<file path="config.mk">
export PLATFORM = sky130hd
export DESIGN_NAME = pwm_capture
export DESIGN_NICKNAME = d
export VERILOG_FILES = /design/src/rtl/pwm_capture_pkg.sv /design/src/rtl/pwm_capture_rise_detect.sv /design/src/rtl/pwm_capture.sv
export SDC_FILE = /design/constraint.sdc
export NUM_CORES = 1
export LEC_CHECK = 0
export CAP_MARGIN = 20
export CORE_UTILIZATION = 45
export CTS_CLUSTER_DIAMETER = 30
export DETAILED_ROUTE_END_ITERATION = 10
export PLACE_DENSITY = 0.68
export SKIP_LAST_GASP = 1
export SYNTH_ARGS = -nofsm -noshare
export SYNTH_HDL_FRONTEND = slang
export SYNTH_SLANG_ARGS = --single-unit
</file>
<file path="constraint.sdc">
create_clock -name clk -period 2.1 [get_ports clk]
set_clock_uncertainty 0.1 [all_clocks]
set_input_delay 0.315 -clock clk [delete_from_list [all_inputs] [get_ports clk]]
set_output_delay 0.315 -clock clk [all_outputs]
set_load 0.02 [all_outputs]
</file>
<file path="src/rtl/pwm_capture_pkg.sv">
// Shared definitions for the pwm_capture block: FSM state encodings,
// the default counter width and the default saturation value.
package pwm_capture_pkg;

    localparam int unsigned PWM_CAP_W = 16;

    typedef enum logic [1:0] {
        IDLE = 2'b00,
        HIGH = 2'b01,
        LOW  = 2'b10
    } state_e;

    localparam logic [PWM_CAP_W-1:0] PWM_CAP_SAT = '1;

endpackage

</file>
<file path="src/rtl/pwm_capture_rise_detect.sv">
// Registers the previous input level and flags a 0->1 transition in the
// current cycle; usable by any edge-driven block.
module rise_detect (
    input  logic clk,
    input  logic rst_n,
    input  logic din_i,
    output logic rise_o
);

    logic prev_q;

    always_ff @(posedge clk or negedge rst_n) begin
        if (!rst_n) begin
            prev_q <= 1'b0;
        end else begin
            prev_q <= din_i;
        end
    end

    assign rise_o = din_i & ~prev_q;

endmodule

</file>
<file path="src/rtl/pwm_capture.sv">
// Measures high time and full period (rising edge to rising edge) of a
// synchronous pulse stream; flags a stuck input with a timeout strobe.
module pwm_capture
    import pwm_capture_pkg::*;
#(
    parameter int unsigned W = PWM_CAP_W
) (
    input  logic         clk,
    input  logic         rst_n,
    input  logic         en,
    input  logic         din,
    output logic [W-1:0] high_time,
    output logic [W-1:0] period,
    output logic         valid,
    output logic         timeout,
    output logic         level
);

    localparam logic [W-1:0] SAT = '1;
    localparam logic [W-1:0] ONE = W'(1);

    logic         rise;
    state_e       state_q;
    logic [W-1:0] hcnt_q;
    logic [W-1:0] pcnt_q;
    logic [W-1:0] high_time_q;
    logic [W-1:0] period_q;
    logic         valid_q;
    logic         timeout_q;
    logic         level_q;

    rise_detect u_rise (
        .clk    (clk),
        .rst_n  (rst_n),
        .din_i  (din),
        .rise_o (rise)
    );

    always_ff @(posedge clk or negedge rst_n) begin
        if (!rst_n) begin
            state_q     <= IDLE;
            hcnt_q      <= '0;
            pcnt_q      <= '0;
            high_time_q <= '0;
            period_q    <= '0;
            valid_q     <= 1'b0;
            timeout_q   <= 1'b0;
            level_q     <= 1'b0;
        end else begin
            valid_q   <= 1'b0;
            timeout_q <= 1'b0;
            if (!en) begin
                state_q <= IDLE;
                hcnt_q  <= '0;
                pcnt_q  <= '0;
            end else begin
                case (state_q)
                    IDLE: begin
                        if (rise) begin
                            state_q <= HIGH;
                            hcnt_q  <= ONE;
                            pcnt_q  <= ONE;
                        end
                    end
                    // HIGH always has prev=1, so a rise can only arrive in LOW;
                    // both states share the rise / saturate / count priority.
                    HIGH, LOW: begin
                        if (rise) begin
                            high_time_q <= hcnt_q;
                            period_q    <= pcnt_q;
                            valid_q     <= 1'b1;
                            state_q     <= HIGH;
                            hcnt_q      <= ONE;
                            pcnt_q      <= ONE;
                        end else if (pcnt_q == SAT) begin
                            state_q   <= IDLE;
                            timeout_q <= 1'b1;
                            level_q   <= din;
                            hcnt_q    <= '0;
                            pcnt_q    <= '0;
                        end else begin
                            pcnt_q <= pcnt_q + ONE;
                            if (din) begin
                                hcnt_q <= hcnt_q + ONE;
                            end else begin
                                state_q <= LOW;
                            end
                        end
                    end
                    default: begin
                        state_q <= IDLE;
                        hcnt_q  <= '0;
                        pcnt_q  <= '0;
                    end
                endcase
            end
        end
    end

    assign high_time = high_time_q;
    assign period    = period_q;
    assign valid     = valid_q;
    assign timeout   = timeout_q;
    assign level     = level_q;

endmodule

</file>
# Word-level counts from Yosys, hierarchy flattened
# Index checks and enable logic that the tools add are counted.
[op_classes]
addsub = 2
eq_ne = 6
n_reduce_logical = 6
muxes = 23
n_bitwise = 3
[ops]
columns = ["cell", "count"]
rows = [
  ["two-way mux 16 bit", 8],
  ["one-hot mux 16 bit (2 select lines)", 2],
  ["adder 16 x 1 -> 16 bit, second input constant", 2],
  ["equality test 16 bit, second input constant", 1],
  ["two-way mux 2 bit", 5],
  ["inequality test 5 bit, second input constant", 2],
  ["two-way mux 1 bit", 7],
  ["one-hot mux 2 bit (2 select lines)", 1],
  ["AND reduction 2 bit", 2],
  ["AND reduction 4 bit", 1],
  ["inequality test 3 bit, second input constant", 1],
  ["AND reduction 3 bit", 1],
  ["equality test 2 x 1 -> 1 bit, second input constant", 1],
  ["equality test 2 bit, second input constant", 1],
  ["zero test 2 bit", 1],
  ["NOT 1 bit", 2],
  ["OR reduction 2 bit", 1],
  ["bitwise AND 1 bit", 1],
]
[word_totals]
reg_bits = 70
out_inout_bits = 35
word_cells = 49

# Depth between registers and ports, before layout
# Gate-level depths: netlist of the first run.
[depth]
ltp_word = 6
mapped_depth = 9
depth_no_buf = 7

# By module
# Synthesis of the first run repeated with hierarchy kept, for this count alone.
[hier_totals]
hier_cells = 297
area_unflattened_um2 = 3318.2
[modules_own_cells]
columns = ["mod", "seq_area_each_um2", "area_each_um2", "cells_per_inst", "instances"]
rows = [
  ["pwm_capture", 1726.7, 3279.4, 295, 1],
  ["rise_detect", 25.0, 38.8, 2, 1],
]

# Least setup slack after synthesis of the first run
# OpenSTA, ideal clock, no wires.
[synth_timing]
kind = "flip-flop to flip-flop"
startpoint = "register state_q[0]"
endpoint = "register period_q[10] (netlist: period[10])"
arrival_ns = 1.854
n_path_buf = 2
slack_ns = 0.021
path_stages_with_launch = 8
path_cell_list = "dfrtp_1 inv_1 ha_1 and2_1 buf_2 nand2_1 clkbuf_1 mux2_2"
[synth_via]
elab_chain_len = 3
[synth_rtl]
columns = ["element", "line_no", "text"]
rows = [
  ["from (decl)", "pwm_capture.sv:23", "state_e state_q;"],
  ["from (signal assigned)", "pwm_capture.sv:41", "state_q <= IDLE;"],
  ["from (signal assigned)", "pwm_capture.sv:53", "state_q <= IDLE;"],
  ["from (signal assigned)", "pwm_capture.sv:60", "state_q <= HIGH;"],
  ["equality test 2 x 1 -> 1 bit or equality test 2 bit (tied branches)", "pwm_capture.sv:57", "case (state_q)"],
  ["OR reduction 2 bit *", "pwm_capture.sv:57", ""],
  ["AND reduction 3 bit (no line) *", "n/a", ""],
  ["to (signal assigned)", "pwm_capture.sv:70", "period_q <= pcnt_q;"],
  ["to (decl)", "pwm_capture.sv:27", "logic [W-1:0] period_q;"],
]
# Every way passes the cells marked *; elsewhere a longest branch is shown, timed or not.
# A chain may end at the register's enable or synchronous reset.

# Final worst setup path of the first run
[layout_timing]
startpoint = "register pcnt_q[0]"
endpoint = "register hcnt_q[15]"
[layout_via]
elab_chain_len = 5
[layout_rtl]
columns = ["element", "line_no", "text"]
rows = [
  ["from (decl)", "pwm_capture.sv:25", "logic [W-1:0] pcnt_q;"],
  ["from (signal assigned)", "pwm_capture.sv:82", "pcnt_q <= pcnt_q + ONE;"],
  ["equality test 16 bit *", "pwm_capture.sv:75", "end else if (pcnt_q == SAT) begin"],
  ["two-way mux 16 bit", "pwm_capture.sv:75", ""],
  ["two-way mux 16 bit", "pwm_capture.sv:68", "if (rise) begin"],
  ["one-hot mux 16 bit (2 select lines)", "pwm_capture.sv:57", ""],
  ["two-way mux 16 bit", "pwm_capture.sv:52", "if (!en) begin"],
  ["to (signal assigned)", "pwm_capture.sv:84", "hcnt_q <= hcnt_q + ONE;"],
  ["to (decl)", "pwm_capture.sv:24", "logic [W-1:0] hcnt_q;"],
]
# Marked as above.

==> metrics, run 1 <==
CP Launch Type flop; number of I/O pins 39; Die Wd between 80 and 90 microns; Crit path top cell by count buf_4; Worst setup EP type flop; FF/Latch Area 0.00175 sq mm; Synth Flop Type dfrtp_1; Die H around 89 microns; Critical Path Start pcnt_q[0]$_DFFE_PN0P_; Power Dens Cells 800 mW/mm^2; post-route core utilization between 60 and 70%; Psw 1270 uW; final worst setup slack -37.9 ps; xor/xnor cell area share of the yosys netlist 0%; peak supply drop approximately 0.42 mV; Clk pin slew, worst setup/hold paths 70 ps; fraction of registers with async set/reset 100%; GP Congestion ~0.87; largest net degree at the start of global routing slightly above 70; Hold Crit Start high_time[14]$_DFFE_PN0P_; Tmin final between 2000 and 2500 ps; class of the tightest hold or removal check reg2reg; CTS Buf Count 9; main area contributors after synthesis dfrtp_1 51%, mux2_2 9.9%, nand2_1 4.5%; CTS tree built; global-route wire length before repair approximately 14,000 microns; mux cell area share after synthesis a little over a tenth; Final Max Tran Viols 0; crit path cell chain ha_2, nand4_1, buf_4, or4_4, nand3_2, buf_4, buf_4, nor3_1, o21bai_1; total die area about 0.0079 sq mm; IO Port Bufs 38; FF-to-FF path depth 9; grt total ovfl 0; final hold violation count 0; Syn Area/Cell 10.3 sq um; Synth Area in Compound Gates around 14%; mapped cell area ~0.0034 sq mm; Area Growth Syn to Fin 37.0%; max-cap violations 0; root buf cell clkbuf_8; Placed Cells just over 500; Pleak between 0.002 and 0.0025 uW; Adder-Cell Fraction of Synth Area between 1 and 1.5%; Comb pwr share about a third; Std-Cell Rows 31; Core Region 0.00729 sq mm; clk buf depth 2; Antenna diodes 0; # setup viols final 10; #FFs+latches synth 70; critical path class reg2reg; Worst path max stage delay ~500 ps; top-area cell type share of the netlist area 51.3%; fillers roughly 620; Tcrit/Tclk final 102%; run status finished, violations left; Power Total between 3000 and 4000 uW; layout cells sized above 1 around a third; vias per inst around 5.6; Simple-Gate Fraction of Synth Area a little under a fifth; DRT iter0 DRCs roughly 220; overall routing resource usage about a quarter; post-synth top area cell dfrtp_1; CTS H-tree depth 3; vias in the first global route roughly 2.9k; crit path DAT about 2300 ps; RR Startpoint pcnt_q[0]$_DFFE_PN0P_; Critical Path Sink hcnt_q[15]$_DFFE_PN0P_; Clock Sinks 70; fin cells approximately 540; top cell types by occurrence after synthesis 70 x dfrtp_1, 41 x nand2_1, 30 x mux2_2; synthesized net count around 340; Worst Path Max Fanout 5; Clk Latency, worst-skew pair 350 ps; Gate Count Post-Synth around 330; pre-CTS setup slack -161 ps; R2R setup slack -40 ps; register share of total power 40.2%; Final ANT Viol Nets 0; FF-to-FF End hcnt_q[15]$_DFFE_PN0P_; DR vias just over 3k; Net Sw Frac ~34%; DP HPWL just under 6000 microns; initial antenna violation count 0; Clock power frac ~26%; Worst-Margin Slew between 400 and 500 ps; Slew HR 68.1%; most numerous cell in the Yosys netlist dfrtp_1; Int Power around 2500 uW; # DRC 0; Final #Nets roughly 450; Sum Neg Setup Slack -208 ps; drt pass-1 iters 5; Synth cell types between 40 and 50; largest family of logic cells by synthesized area simple AND/OR/NAND/NOR gates; Max Clock Freq between 400 and 500 MHz; Initial Util 46.8%; CP max stage cell or4_4; post-synthesis sequential area ratio between 50 and 60%; routed length per instance about 16 microns; Post-synth EDFFs 0; multi-input logic area roughly 0.0016 sq mm; violated checks negative setup slack; RSZ-0062 raised after global routing yes; critical path required time around 2200 ps; routed wire length a little under 9000 microns; YS warnings 0
[area by class of cell]
cell class,count,share of cell area (%)
flip-flops and latches,70,37.4
multi-input cells,236,34.8
repair buffers,114,20.8
clock buffers,12,3.10
well taps,99,2.65
inverters,9,0.722
clock inverters,4,0.481
[stage by stage]
step,hold WS [ps],instance area (sq um)
2_1_floorplan,-80.6,3410
3_3_place_gp,269,4320
3_5_place_dp,271,4320
4_1_cts,387,4610
5_1_grt,414,4680
6_report,382,4680
[power groups by stage]
| stage | registers [uW] | clock network (uW) | logic (uW) |
|---|---|---|---|
| after CTS | 1510 | 975 | 1190 |
| after global routing | 1520 | 1030 | 1370 |
| after detailed placement | 1530 | 0 | 1130 |
| after floorplan | 1580 | 0 | 546 |
| final | 1510 | 962 | 1280 |
| after global placement | 1530 | 0 | 1110 |
[metal layers]
| layer | GRT usage, % | vias to the layer above | part of all wire [%] |
|---|---|---|---|
| li1 | - | 1440 | - |
| met1 | 28.5 | 1495 | 42 |
| met2 | 40.3 | 92 | 52 |
| met3 | 5.17 | 17 | 4.4 |
| met4 | 9.09 | 0 | 1.7 |
| met5 | 0 | - | 0 |
[critical path: cells and delay by family (launching register included)]
kind                     cells  cell delay [ps]
AND/OR/NAND/NOR              4              810
flip-flops                   1              370
buffers and inverters        3              400
adder cells (fa/ha/maj)      1              200
AO/OA/AOI/OAI                1              150
[flip-flops by register name, indices dropped and copies added, names as in the netlist]
signal / count
state_q: 2
valid: 1
period: 16
u_rise.prev_q: 1
pcnt_q: 16
timeout: 1
hcnt_q: 16
level: 1
high_time: 16
[cells by family after synthesis]
logic type	after synthesis
compound gates	78
fa+ha+maj	4
buf+inv	27
flops	70
mux	32
simple gates	122
[repair_timing]
| action | in CTS | in global routing |
|---|---|---|
| buffers inserted | 9 | 2 |
| cloned | 1 | 0 |
| hold buffers | 1 | 0 |
| pin swaps | 8 | 13 |
| resized for setup | 13 | 18 |
| setup endpoints to repair | 15 | 31 |
| hold endpoints to repair | 70 | 0 |
[worst min path at each step]
stage	end	cells past startpoint
3_5_place_dp	high_time[8]$_DFFE_PN0P_	2
6_report	high_time[14]$_DFFE_PN0P_	2
3_3_place_gp	high_time[6]$_DFFE_PN0P_	2
2_1_floorplan	hcnt_q[0]$_DFFE_PN0P_	0
5_1_grt	high_time[14]$_DFFE_PN0P_	2
4_1_cts	high_time[14]$_DFFE_PN0P_	2
[layout by cell type (no fill, tap or decap), types with 9 or more instances in the layout]
master           netlist  routed
inv_1                  9       9
o21ai_1                7      12
a31oi_1                9       9
dfrtp_1               70      70
clkdlybuf4s50_1        0      37
nor3_1                12      11
nand2_1               41      40
clkbuf_8               0      10
nand3_1               18      17
nor2_1                10       9
o21ai_0               26      18
mux2_2                30      30
buf_4                  1      69
No activity file was read; power rests on OpenSTA's default activity.
==> run 2: changes to the inputs <==
ABC_AREA = 1   (was default)
GPL_TIMING_DRIVEN = 1   (was default)
==> run 2 against run 1 <==
  * The flow now finishes without violations
  * Setup slack improved by 260 ps
  * Register-to-register slack improved by 260 ps
  * Total power fell by 9.4%
  * Synthesized area rose by 1.6%
  * Sequential power barely moved
  * Non-clock buffer count fell by 62
  * Combinational power fell by 26%
  * Critical path type unchanged
  * Largest power group unchanged
==> metrics, run 2 <==
Pleak 0.00196 uW (-6.9%); CTS Buf Count 9 (unchanged); Clock Sinks 70 (unchanged); DRT iter0 DRCs 181 (-16%); setup bufs post-CTS 0 (-9); run status finished clean; Std-Cell Rows 31 (unchanged); Simple-Gate Fraction of Synth Area 31.0% (+12 points); commonest non-fill, non-tap cell in the layout nand2_1; mux cell area share after synthesis 0% (-10 points); Worst Path Max Fanout 18 (+13); IO Port Bufs 38 (unchanged); largest family of logic cells by synthesized area simple AND/OR/NAND/NOR gates; final hold violation count 0 (unchanged); synthesized net count 439 (+29%); Clk pin slew, worst setup/hold paths 70 ps (about the same); Area Growth Syn to Fin 21.0%; commonest non-fill, non-tap cells in the layout 125 x nand2_1, 70 x dfrtp_1, 52 x nor2_1; post-synthesis sequential area ratio 50.5% (-0.81 points); CP Launch Type flop; Syn Area/Cell 8.05 sq um (-21%); fraction of registers with async set/reset 100% (unchanged); CTS tree built; drt pass-1 iters 5 (unchanged); Tmin final 1870 ps (-264 ps); Max Clock Freq 534 MHz (+14%); DR vias 2,859 (-6.1%); Tcrit/Tclk final 89.2% (-13 points); class of the tightest hold or removal check reg2reg; vias in the first global route 2,766 (-5.8%); global-route wire length before repair 12,400 microns (-11%); # DRC 0 (unchanged); routed length per instance 11.8 microns (-27%); main area contributors after synthesis dfrtp_1 50%, nand2_1 14%, nor2_1 5.7%; critical path class reg2reg; Slew HR 74.0% (+5.8 points); mapped cell area 0.00347 sq mm (+1.6%); Worst-Margin Slew 390 ps (-83.4 ps); GP Congestion 0.848 (-2.6%); Initial Util 47.1% (+0.25 points); Final #Nets 491 (+9.6%); Synth Area in Compound Gates 6.92% (-7.2 points); xor/xnor cell area share of the yosys netlist 2.02% (+2.0 points); root buf cell clkbuf_8; max-cap violations 0 (unchanged); layout cells sized above 1 10.1% (-22 points); clk buf depth 2 (unchanged); critical path required time 2240 ps (about the same); Power Total 3390 uW (-9.4%); initial antenna violation count 0 (unchanged); Antenna diodes 0 (unchanged); overall routing resource usage 19.0% (-4.4 points); fillers 692 (+11%); Synth Flop Type dfrtp_1; Clk Latency, worst-skew pair 340 ps (about the same); YS warnings 0 (unchanged); Die Wd 89.8 microns (+0.78%); Post-synth EDFFs 0 (unchanged); Core Region 0.00737 sq mm (+1.1%); number of I/O pins 39 (unchanged); RSZ-0062 raised after global routing no; Sum Neg Setup Slack 0 ps (+208 ps); post-synth top area cell dfrtp_1; top cell types by occurrence after synthesis 125 x nand2_1, 70 x dfrtp_1, 53 x nor2_1; routed wire length 6900 microns (-21%); Adder-Cell Fraction of Synth Area 1.44% (-0.023 points); # setup viols final 0 (-10); most numerous cell in the Yosys netlist nand2_1; grt total ovfl 0 (unchanged); Gate Count Post-Synth 431 (+29%); Final ANT Viol Nets 0 (unchanged); largest net degree at the start of global routing 71 (unchanged); Power Dens Cells 808 mW/mm^2 (+1.0%); Worst setup EP type flop; top-area cell type share of the netlist area 50.5% (-0.81 points); DP HPWL 4960 microns (-16%); Synth cell types 30 (-38%); #FFs+latches synth 70 (unchanged); vias per inst 4.89 (-13%); crit path DAT 2010 ps (-260 ps); Die H 89.8 microns (+0.78%); Final Max Tran Viols 0 (unchanged); total die area 0.00806 sq mm (+1.6%); CTS H-tree depth 3 (unchanged); peak supply drop 0.613 mV (+48%)
-- run 2: layer usage --
metal / up-vias / track usage (%) / wire [microns]
met5: - / 0 / 0
met4: 0 / 10.2 / 130
met3: 11 / 3.55 / 268
met2: 63 / 27.7 / 2980
met1: 1329 / 26.7 / 3520
li1: 1456 / - / -
-- run 2: final timing paths --
path | startpoint | endpoint | slack (ps) | cells past startpoint
worst max-delay path | pcnt_q[0]$_DFFE_PN0P_ | hcnt_q[2]$_DFFE_PN0P_ | 230 | 10
worst min-delay path | period[5]$_DFFE_PN0P_ | period[5]$_DFFE_PN0P_ | 380 | 2
worst max register to register | pcnt_q[0]$_DFFE_PN0P_ | hcnt_q[2]$_DFFE_PN0P_ | 230 | 10
worst min register to register | period[5]$_DFFE_PN0P_ | period[5]$_DFFE_PN0P_ | 380 | 2
max in group asynchronous | rst_n | hcnt_q[2]$_DFFE_PN0P_ | 1180 | 3
min in group asynchronous | rst_n | period[8]$_DFFE_PN0P_ | 420 | 3
-- run 2: kinds of logic after synthesis --
group,count (synthesis)
adders and majority gates,4
xor gates and xnor gates,8
buffers and inverters,65
DFF,70
and+or+nand+nor,241
AOI/OAI and AO/OA,43
-- run 2: worst max-delay path, cell delays in order (launching register included) --
cell	delay [ps]
dfrtp_1	350
ha_1	200
nand2_1	80
nor2_2	190
nand4_4	180
nand3_4	210
nand2_2	160
inv_2	120
o21ai_0	90
nand2_1	60
inv_1	30
-- run 2: report_power, final --
| part | internal (uW) | switching [uW] |
|---|---|---|
| logic | 334 | 609 |
| registers | 1430 | 54.8 |
| clock network | 511 | 455 |
| total | 2280 | 1120 |
-- run 2: stage by stage --
step	setup slack [ps]	cell area, sq um	hold WS [ps]	cells	utilization [%]
after CTS	148	4200	376	585	56.9
after floorplan	305	3470	-80.6	431	-
final	226	4200	378	585	57.0
after global routing	9.75	4200	401	585	57.0
after global placement	145	4010	271	570	54.4
after detailed placement	96.7	4010	271	570	54.4
-- run 2: layout make-up --
| class | count | area (sq um) | area share (%) |
|---|---|---|---|
| clock buffer | 13 | 169 | 4.02 |
| timing repair buffer | 52 | 508 | 12.1 |
| multi-input combinational | 296 | 1440 | 34.2 |
| clock inverter | 1 | 5.00 | 0.119 |
| inverter | 54 | 203 | 4.83 |
| tap | 99 | 124 | 2.95 |
| sequential | 70 | 1750 | 41.7 |
-- run 2: what timing repair did --
item                       CTS  global route
setup endpoints to repair    0             1
resized for setup            0             1
hold endpoints to repair    70             0
hold buffers                 1             0
